## src/rtl/cae_inst_sched_pkg.sv

```systemverilog
`default_nettype none
// ============================================================================
//  Module      : cae_inst_sched_pkg
//  Description : Shared types and widths for the CAE instruction sequencer.
//  Revision    : 1.0 - initial release
// ============================================================================
package cae_inst_sched_pkg;

  localparam int CAEP_W = 5;
  localparam int IDX_W  = 18;
  localparam int DATA_W = 64;

  typedef enum logic [2:0] {
    ST_IDLE   = 3'd0,
    ST_WR     = 3'd1,
    ST_RD     = 3'd2,
    ST_RDWAIT = 3'd3,
    ST_RET    = 3'd4,
    ST_EXEC   = 3'd5,
    ST_WAIT   = 3'd6
  } state_e;

endpackage
`default_nettype wire

```

## src/rtl/cae_inst_sched_wdog.sv

```systemverilog
`default_nettype none
// ============================================================================
//  Module      : cae_inst_sched_wdog
//  Description : CAEP watchdog counter. Counts while enabled, flags expiry
//                on the TMO_CYCLES-th enabled cycle.
//  Revision    : 1.0 - initial release
// ============================================================================
module cae_inst_sched_wdog #(
  parameter int TMO_CYCLES = 1048576
) (
  input  logic clk,
  input  logic reset,
  input  logic clr_i,
  input  logic en_i,
  output logic expired_o
);

  localparam int CW = $clog2(TMO_CYCLES + 1);

  logic [CW-1:0] cnt_q;

  // Free-running count of enabled cycles, restarted by clr_i.
  always_ff @(posedge clk or posedge reset) begin
    if (reset) begin
      cnt_q <= '0;
    end else if (clr_i) begin
      cnt_q <= '0;
    end else if (en_i) begin
      cnt_q <= cnt_q + 1'b1;
    end
  end

  assign expired_o = en_i && (cnt_q == CW'(TMO_CYCLES - 1));

endmodule
`default_nettype wire

```

## src/rtl/cae_inst_sched.sv

```systemverilog
`default_nettype none
// ============================================================================
//  Module      : cae_inst_sched
//  Description : Sequences decoder strobes into AEG register-file accesses
//                or CAEP dispatches, stalling the host until completion.
//                Define CAE_INST_SCHED_WDOG_EN to bound the CAEP wait with a
//                watchdog (err_timeout); otherwise the wait is unbounded.
//  Revision    : 1.0 - initial release
// ============================================================================
module cae_inst_sched
  import cae_inst_sched_pkg::*;
#(
  parameter int NUM_AEG    = 64,
  parameter int AEG_AW     = $clog2(NUM_AEG),
  parameter int RD_LAT     = 1,
  parameter int TMO_CYCLES = 1048576
) (
  input  logic              clk,
  input  logic              reset,
  input  logic              inst_val,
  input  logic [CAEP_W-1:0] inst_caep,
  input  logic              inst_aeg_wr,
  input  logic              inst_aeg_rd,
  input  logic [IDX_W-1:0]  inst_aeg_idx,
  input  logic              err_unimpl,
  input  logic [DATA_W-1:0] cae_data,
  output logic              aeg_we,
  output logic              aeg_re,
  output logic [AEG_AW-1:0] aeg_addr,
  output logic [DATA_W-1:0] aeg_wdata,
  input  logic [DATA_W-1:0] aeg_rdata,
  output logic              exec_start,
  output logic [CAEP_W-1:0] exec_caep,
  input  logic              exec_done,
  output logic              cae_ret_data_vld,
  output logic [DATA_W-1:0] cae_ret_data,
  output logic              cae_stall,
  output logic              cae_idle,
  input  logic              err_clr,
  output logic              err_aeg_range,
  output logic              err_unimpl_st,
  output logic              err_busy,
  output logic              err_timeout
);

  localparam int CNT_W = (RD_LAT > 1) ? $clog2(RD_LAT) : 1;

  state_e            state_q, state_d;
  logic              aeg_we_q, aeg_re_q, exec_start_q, ret_vld_q;
  logic              stall_q, idle_q, rd_ok_q;
  logic [AEG_AW-1:0] addr_q;
  logic [DATA_W-1:0] wdata_q, ret_data_q;
  logic [CAEP_W-1:0] caep_q;
  logic [CNT_W-1:0]  rd_cnt_q;
  logic              err_range_q, err_unimpl_q, err_busy_q;

  logic w_idx_ok, w_rd_last, w_strobe, w_wdog_expired;
  logic w_set_range, w_set_unimpl, w_set_busy, w_set_tmo;

`ifdef CAE_INST_SCHED_WDOG_EN
  logic err_tmo_q;

  cae_inst_sched_wdog #(
    .TMO_CYCLES (TMO_CYCLES)
  ) u_wdog (
    .clk       (clk),
    .reset     (reset),
    .clr_i     (state_q != ST_WAIT),
    .en_i      (state_q == ST_WAIT),
    .expired_o (w_wdog_expired)
  );

  // Sticky timeout flag; a new expiry in the clear cycle still sets it.
  always_ff @(posedge clk or posedge reset) begin
    if (reset) err_tmo_q <= 1'b0;
    else       err_tmo_q <= w_set_tmo | (err_tmo_q & ~err_clr);
  end

  assign err_timeout = err_tmo_q;
`else
  logic w_unused_tmo;
  assign w_unused_tmo   = (TMO_CYCLES != 0);
  assign w_wdog_expired = 1'b0;
  assign err_timeout    = 1'b0;
`endif

  // Next-state selection and error-set conditions.
  always_comb begin
    state_d      = state_q;
    w_idx_ok     = (inst_aeg_idx < IDX_W'(NUM_AEG));
    w_rd_last    = (rd_cnt_q == CNT_W'(RD_LAT - 1));
    w_strobe     = inst_val | inst_aeg_wr | inst_aeg_rd | err_unimpl;
    w_set_unimpl = (state_q == ST_IDLE) && err_unimpl;
    w_set_range  = (state_q == ST_IDLE) && !err_unimpl &&
                   (inst_aeg_wr || inst_aeg_rd) && !w_idx_ok;
    w_set_busy   = (state_q != ST_IDLE) && w_strobe;
    w_set_tmo    = (state_q == ST_WAIT) && !exec_done && w_wdog_expired;
    case (state_q)
      ST_IDLE: begin
        if (err_unimpl)       state_d = ST_IDLE;
        else if (inst_aeg_wr) state_d = ST_WR;
        else if (inst_aeg_rd) state_d = ST_RD;
        else if (inst_val)    state_d = ST_EXEC;
      end
      ST_WR:     state_d = ST_IDLE;
      ST_RD:     state_d = rd_ok_q ? ST_RDWAIT : ST_RET;
      ST_RDWAIT: if (w_rd_last) state_d = ST_RET;
      ST_RET:    state_d = ST_IDLE;
      ST_EXEC:   state_d = ST_WAIT;
      ST_WAIT:   if (exec_done || w_wdog_expired) state_d = ST_IDLE;
      default:   state_d = ST_IDLE;
    endcase
  end

  // State register plus all registered sequencer outputs.
  always_ff @(posedge clk or posedge reset) begin
    if (reset) begin
      state_q      <= ST_IDLE;
      aeg_we_q     <= 1'b0;
      aeg_re_q     <= 1'b0;
      exec_start_q <= 1'b0;
      ret_vld_q    <= 1'b0;
      stall_q      <= 1'b0;
      idle_q       <= 1'b1;
      rd_ok_q      <= 1'b0;
      addr_q       <= '0;
      wdata_q      <= '0;
      ret_data_q   <= '0;
      caep_q       <= '0;
      rd_cnt_q     <= '0;
    end else begin
      state_q      <= state_d;
      stall_q      <= (state_d != ST_IDLE);
      idle_q       <= (state_d == ST_IDLE);
      aeg_we_q     <= (state_d == ST_WR) && w_idx_ok;
      aeg_re_q     <= (state_d == ST_RD) && w_idx_ok;
      exec_start_q <= (state_d == ST_EXEC);
      ret_vld_q    <= (state_d == ST_RET);
      if (state_d == ST_WR || state_d == ST_RD) begin
        addr_q  <= inst_aeg_idx[AEG_AW-1:0];
        rd_ok_q <= w_idx_ok;
      end
      if (state_d == ST_WR)   wdata_q <= cae_data;
      if (state_d == ST_EXEC) caep_q  <= inst_caep;
      if (state_q == ST_RD) begin
        rd_cnt_q <= '0;
        // Out-of-range reads bypass the register file and return zero.
        if (!rd_ok_q) ret_data_q <= '0;
      end else if (state_q == ST_RDWAIT) begin
        rd_cnt_q <= rd_cnt_q + 1'b1;
        if (w_rd_last) ret_data_q <= aeg_rdata;
      end
    end
  end

  // Sticky error flags; a set coinciding with err_clr takes precedence.
  always_ff @(posedge clk or posedge reset) begin
    if (reset) begin
      err_range_q  <= 1'b0;
      err_unimpl_q <= 1'b0;
      err_busy_q   <= 1'b0;
    end else begin
      err_range_q  <= w_set_range  | (err_range_q  & ~err_clr);
      err_unimpl_q <= w_set_unimpl | (err_unimpl_q & ~err_clr);
      err_busy_q   <= w_set_busy   | (err_busy_q   & ~err_clr);
    end
  end

  assign aeg_we           = aeg_we_q;
  assign aeg_re           = aeg_re_q;
  assign aeg_addr         = addr_q;
  assign aeg_wdata        = wdata_q;
  assign exec_start       = exec_start_q;
  assign exec_caep        = caep_q;
  assign cae_ret_data_vld = ret_vld_q;
  assign cae_ret_data     = ret_data_q;
  assign cae_stall        = stall_q;
  assign cae_idle         = idle_q;
  assign err_aeg_range    = err_range_q;
  assign err_unimpl_st    = err_unimpl_q;
  assign err_busy         = err_busy_q;

endmodule
`default_nettype wire

```

## config.mk

```make
export PLATFORM = sky130hd
export DESIGN_NAME = cae_inst_sched
export DESIGN_NICKNAME = d
export VERILOG_FILES = /design/src/rtl/cae_inst_sched_pkg.sv /design/src/rtl/cae_inst_sched_wdog.sv /design/src/rtl/cae_inst_sched.sv
export SDC_FILE = /design/constraint.sdc
export NUM_CORES = 1
export LEC_CHECK = 0
export CAP_MARGIN = 5
export CORE_AREA = 2 2 131 133
export DETAILED_ROUTE_END_ITERATION = 6
export DIE_AREA = 0 0 133 135
export PLACE_DENSITY = 0.8
export SLEW_MARGIN = 5
export SYNTH_ARGS = -nofsm -noshare
export SYNTH_HDL_FRONTEND = slang
export SYNTH_SLANG_ARGS = --single-unit
```

## constraint.sdc

```tcl
create_clock -name clk -period 4.35 [get_ports clk]
set_input_delay 0.435 -clock clk [delete_from_list [all_inputs] [get_ports clk]]
set_output_delay 0.435 -clock clk [all_outputs]
set_load 0.05 [all_outputs]
```

==> key figures <==
Synthesis
  • Main flop type after synthesis: sky130_fd_sc_hd__dfrtp_1
  • Post-synthesis share of cell area spent on full adders, half adders and majority gates: 0
  • Library cell occupying the most area in the post-synthesis netlist: sky130_fd_sc_hd__dfrtp_1
  • Post-synthesis cell type count: 30
  • Flops & latches, synth: 153
  • Post-synthesis async set-or-reset flop share: 1.000
  • Combinational family with the most area after synthesis: multiplexers
  • Mapped Avg Cell Area: 16.45 um^2
  • Area fraction in compound gates after synthesis: 0.1074
  • Top cells by area in the synthesized netlist: sky130_fd_sc_hd__dfrtp_1, sky130_fd_sc_hd__mux2_4, sky130_fd_sc_hd__a22o_1
  • Gate Count Post-Synth: 357
  • Share of the yosys chip area belonging to registers: 0.6522
  • Combined area of all synthesized cells: 5872 um^2
  • Leading post-synthesis cells by instance count: sky130_fd_sc_hd__dfrtp_1, sky130_fd_sc_hd__a22o_1, sky130_fd_sc_hd__mux2_4
  • Mux contribution to synthesized area: 0.1794
  • Parity-gate share of the synthesized area counting xor and xnor cells: 0
  • Number of nets in the synthesized netlist: 516
  • Number of enable flip-flop cells after synthesis: 0
  • Top cell type's share of synthesized area: 0.6478
  • Simple-gate share of the synthesized area: 0.02557
  • Most frequent cell after synthesis: sky130_fd_sc_hd__dfrtp_1
  • Yosys warnings: 0

Timing
  • Minimum clock period after layout: 2.349 ns
  • Final Cycle Share: 0.5401
  • Final hold violation count: 0
  • Final setup violating endpoints: 0
  • Slew Limit Headroom: 0.1483
  • Upper clock frequency limit: 425.6 MHz
  • Final number of max-transition violations: 0
  • Slew at the pin closest to its max-slew limit: 1.278 ns
  • Worst hold slack after final layout: 0.4997 ns
  • PnR worst setup slack: 2.001 ns
  • Setup Total Neg Slack: 0 ns
  • RSZ-0062 raised after global routing: false
  • Fin Clk Skew: 0.01161 ns

Route
  • Vias per cell: 4.758
  • WL/cell: 18.04 um
  • Post-detailed-route DRC marker count: 0
  • First-pass detailed-route iteration total: 4
  • Violation count after the first detailed-routing iteration: between 150 and 200
  • Number of nets with antenna violations after routing: 0
  • Routed Wire Length: 16.11 mm
  • Vias: 4,249

Setup path
  • Endpoint type of the worst setup path: flop
  • WP data required: between 4 and 5 ns
  • Slowest cell on the critical path: sky130_fd_sc_hd__nand2_4
  • Length in cells of the worst reg-to-reg path: 3
  • Flop-to-flop setup slack: about 2.0 ns
  • Startpoint of the worst register-to-register path: state_q[0]$_DFF_PP0_
  • Cell Chain, Critical Path: nor4_4 > nand2_4 > mux2_4
  • Cell family contributing the most delay on the critical path: simple AND/OR/NAND/NOR gates
  • Highest net fanout along the worst path: 65
  • Crit path arrival time: 2.64 ns
  • Buffers plus inverters on the worst setup path: 0
  • Critical path class: reg2reg
  • CP Launch Type: flop
  • Maximum single-stage delay on the critical path: about 0.63 ns
  • Reg2reg end: aeg_wdata[37]$_DFFE_PP0N_

Pwr
  • Power per standard cell area: 943.7 nW/um^2
  • Sequential group share of total power: 0.277
  • Clock power frac: 0.160
  • Switch share: 0.4564
  • Fraction of power consumed by combinational cells: 0.562
  • Cell Int Power: 4.951 mW
  • NetSw: 4.157 mW
  • Worst vdd rail ir drop: 0.5537 mV
  • P_leak: 4.300 nW

Layout
  • Number of antenna repair diodes: 0
  • Area Growth Syn to Fin: 64.37%
  • Design Area, Final: 9652 um^2
  • Fraction of final layout cells with drive strength greater than 1: 0.1679
  • Non-filler cells, final: 893
  • Final Net Count: 819

Clocking
  • Clock tree root driver cell: sky130_fd_sc_hd__clkbuf_16
  • Total of cells resized after clock tree synthesis: 0
  • Number of buffers on the longest clock path: 2
  • Clock-pin slew on the worst setup and hold paths: 0.06 ns
  • Clock tree from TritonCTS: yes
  • H-Tree Depth: 4
  • Clk Latency, worst-skew pair: ~0.42 ns
  • Total of hold buffers inserted after clock tree synthesis: 0
  • Clock sink total: around 150
  • Number of buffers created by CTS: 17
  • Postcts setup bufs: 0

Place
  • Minimum setup slack after placement: 1.693 ns
  • Global placement routability congestion: 0.8144
  • Dpl cell area: 9069 um^2
  • Detailed-placement wirelength estimate: 11.39 mm
  • Number of I/O port buffers: 306
  • Count of placed standard cells including taps: 861

Outcome
  • Result of the run: complete, no violations

Floorplan
  • DIE WIDTH: 133 um
  • Die area: 17,960 um^2
  • Total number of placement rows: 47
  • Top Ports: just over 300
  • Starting density of the core: 0.3579
  • Die Y-Extent: roughly 140 um
  • Core box area: between 15,000 and 20,000 um^2

Hold path
  • Class of the tightest hold or removal check: reg2reg
  • Cell depth of the worst hold path: 1
  • Hold Startpoint: cae_ret_data[34]$_DFFE_PP0P_
  • Worst Hold Endpoint: cae_ret_data[34]$_DFFE_PP0P_

Global routing
  • Largest net degree at the start of global routing: between 150 and 200
  • Via count of the first global-routing pass: 4,772
  • Number of antenna violations at the first check in global routing: 0
  • Global Route Usage Sum: 0.1824
  • Aggregate global routing overflow: 0
  • Global-route wire length before repair: 25.48 mm

Flow run
  • Number of maximum-capacitance constraint violations: 0
per-layer routing:
layer,global-route usage,routed length [um],vias up
li1,-,-,1917
met1,0.2073,6310,2123
met2,0.3212,8361,177
met3,0.05218,985,32
met4,0.08005,451,0
met5,0,0,-
worst max-delay path by stage:
stage | start | to | slack, ns | cells after the start
after floorplan | reset | aeg_addr[0]$_DFFE_PP0P_ | 1.98 | 1
after global placement | err_unimpl | aeg_wdata[36]$_DFFE_PP0N_ | 1.80 | 4
after detailed placement | err_unimpl | aeg_wdata[35]$_DFFE_PP0N_ | 1.69 | 4
after CTS | state_q[0]$_DFF_PP0_ | aeg_wdata[35]$_DFFE_PP0N_ | 2.00 | 3
after global routing | state_q[0]$_DFF_PP0_ | aeg_wdata[30]$_DFFE_PP0N_ | 1.90 | 3
final | state_q[0]$_DFF_PP0_ | aeg_wdata[37]$_DFFE_PP0N_ | 2.00 | 3
metrics by stage:
step,power [mW],utilization
after detailed placement,7.688,0.5527
after global routing,9.463,0.5883
after CTS,9.188,0.5883
final,9.108,0.5883
after floorplan,5.906,-
after global placement,7.590,0.5527
logic make-up after synthesis:
logic type	after synthesis
other	1
muxes	77
buffers and inverters	29
and+or+nand+nor	24
AOI/OAI and AO/OA	73
DFF	153
flip-flops by register name, indices dropped and copies added, names as in the netlist:
name	cells
aeg_wdata	64
cae_ret_data	64
aeg_addr	6
exec_caep	5
state_q	3
aeg_re	1
aeg_we	1
cae_idle	1
cae_ret_data_vld	1
cae_stall	1
err_aeg_range	1
err_busy	1
err_unimpl_st	1
exec_start	1
rd_cnt_q	1
rd_ok_q	1
layout by cell type, fill, tap and decap left out, types with 2 or more instances in the layout:
cell type | netlist | layout
sky130_fd_sc_hd__a22o_1 | 66 | 66
sky130_fd_sc_hd__inv_1 | 5 | 4
sky130_fd_sc_hd__bufinv_16 | 0 | 2
sky130_fd_sc_hd__clkinvlp_4 | 0 | 3
sky130_fd_sc_hd__nor2b_1 | 2 | 2
sky130_fd_sc_hd__o21ai_0 | 2 | 2
sky130_fd_sc_hd__nor4_1 | 4 | 4
sky130_fd_sc_hd__nand2b_1 | 2 | 2
sky130_fd_sc_hd__nor2_1 | 3 | 3
sky130_fd_sc_hd__clkinv_4 | 0 | 2
sky130_fd_sc_hd__clkbuf_8 | 0 | 2
sky130_fd_sc_hd__clkbuf_1 | 4 | 4
sky130_fd_sc_hd__mux2_2 | 26 | 26
sky130_fd_sc_hd__dfrtp_1 | 152 | 152
sky130_fd_sc_hd__mux2_4 | 50 | 50
sky130_fd_sc_hd__inv_6 | 0 | 2
sky130_fd_sc_hd__clkbuf_16 | 0 | 17
sky130_fd_sc_hd__nand3_1 | 4 | 4
sky130_fd_sc_hd__clkdlybuf4s50_1 | 0 | 306
layout make-up:
cell class / count / area (um^2)
clock buffer: 23 / 467.9
clock inverter: 9 / 115.1
fill: 1251 / 6755
inverter: 5 / 22.52
multi-input combinational: 175 / 1851
sequential: 153 / 3830
tap: 220 / 275.3
timing repair buffer: 308 / 3090
power groups by stage:
| stage | Clock [mW] | Combinational, mW | Sequential (mW) |
|---|---|---|---|
| after floorplan | 0 | 1.02 | 4.88 |
| after CTS | 1.49 | 5.17 | 2.53 |
| after global routing | 1.56 | 5.29 | 2.61 |
| final | 1.46 | 5.12 | 2.53 |
| after global placement | 0 | 5.08 | 2.51 |
| after detailed placement | 0 | 5.16 | 2.53 |
No activity file was read; power rests on OpenSTA's default activity.
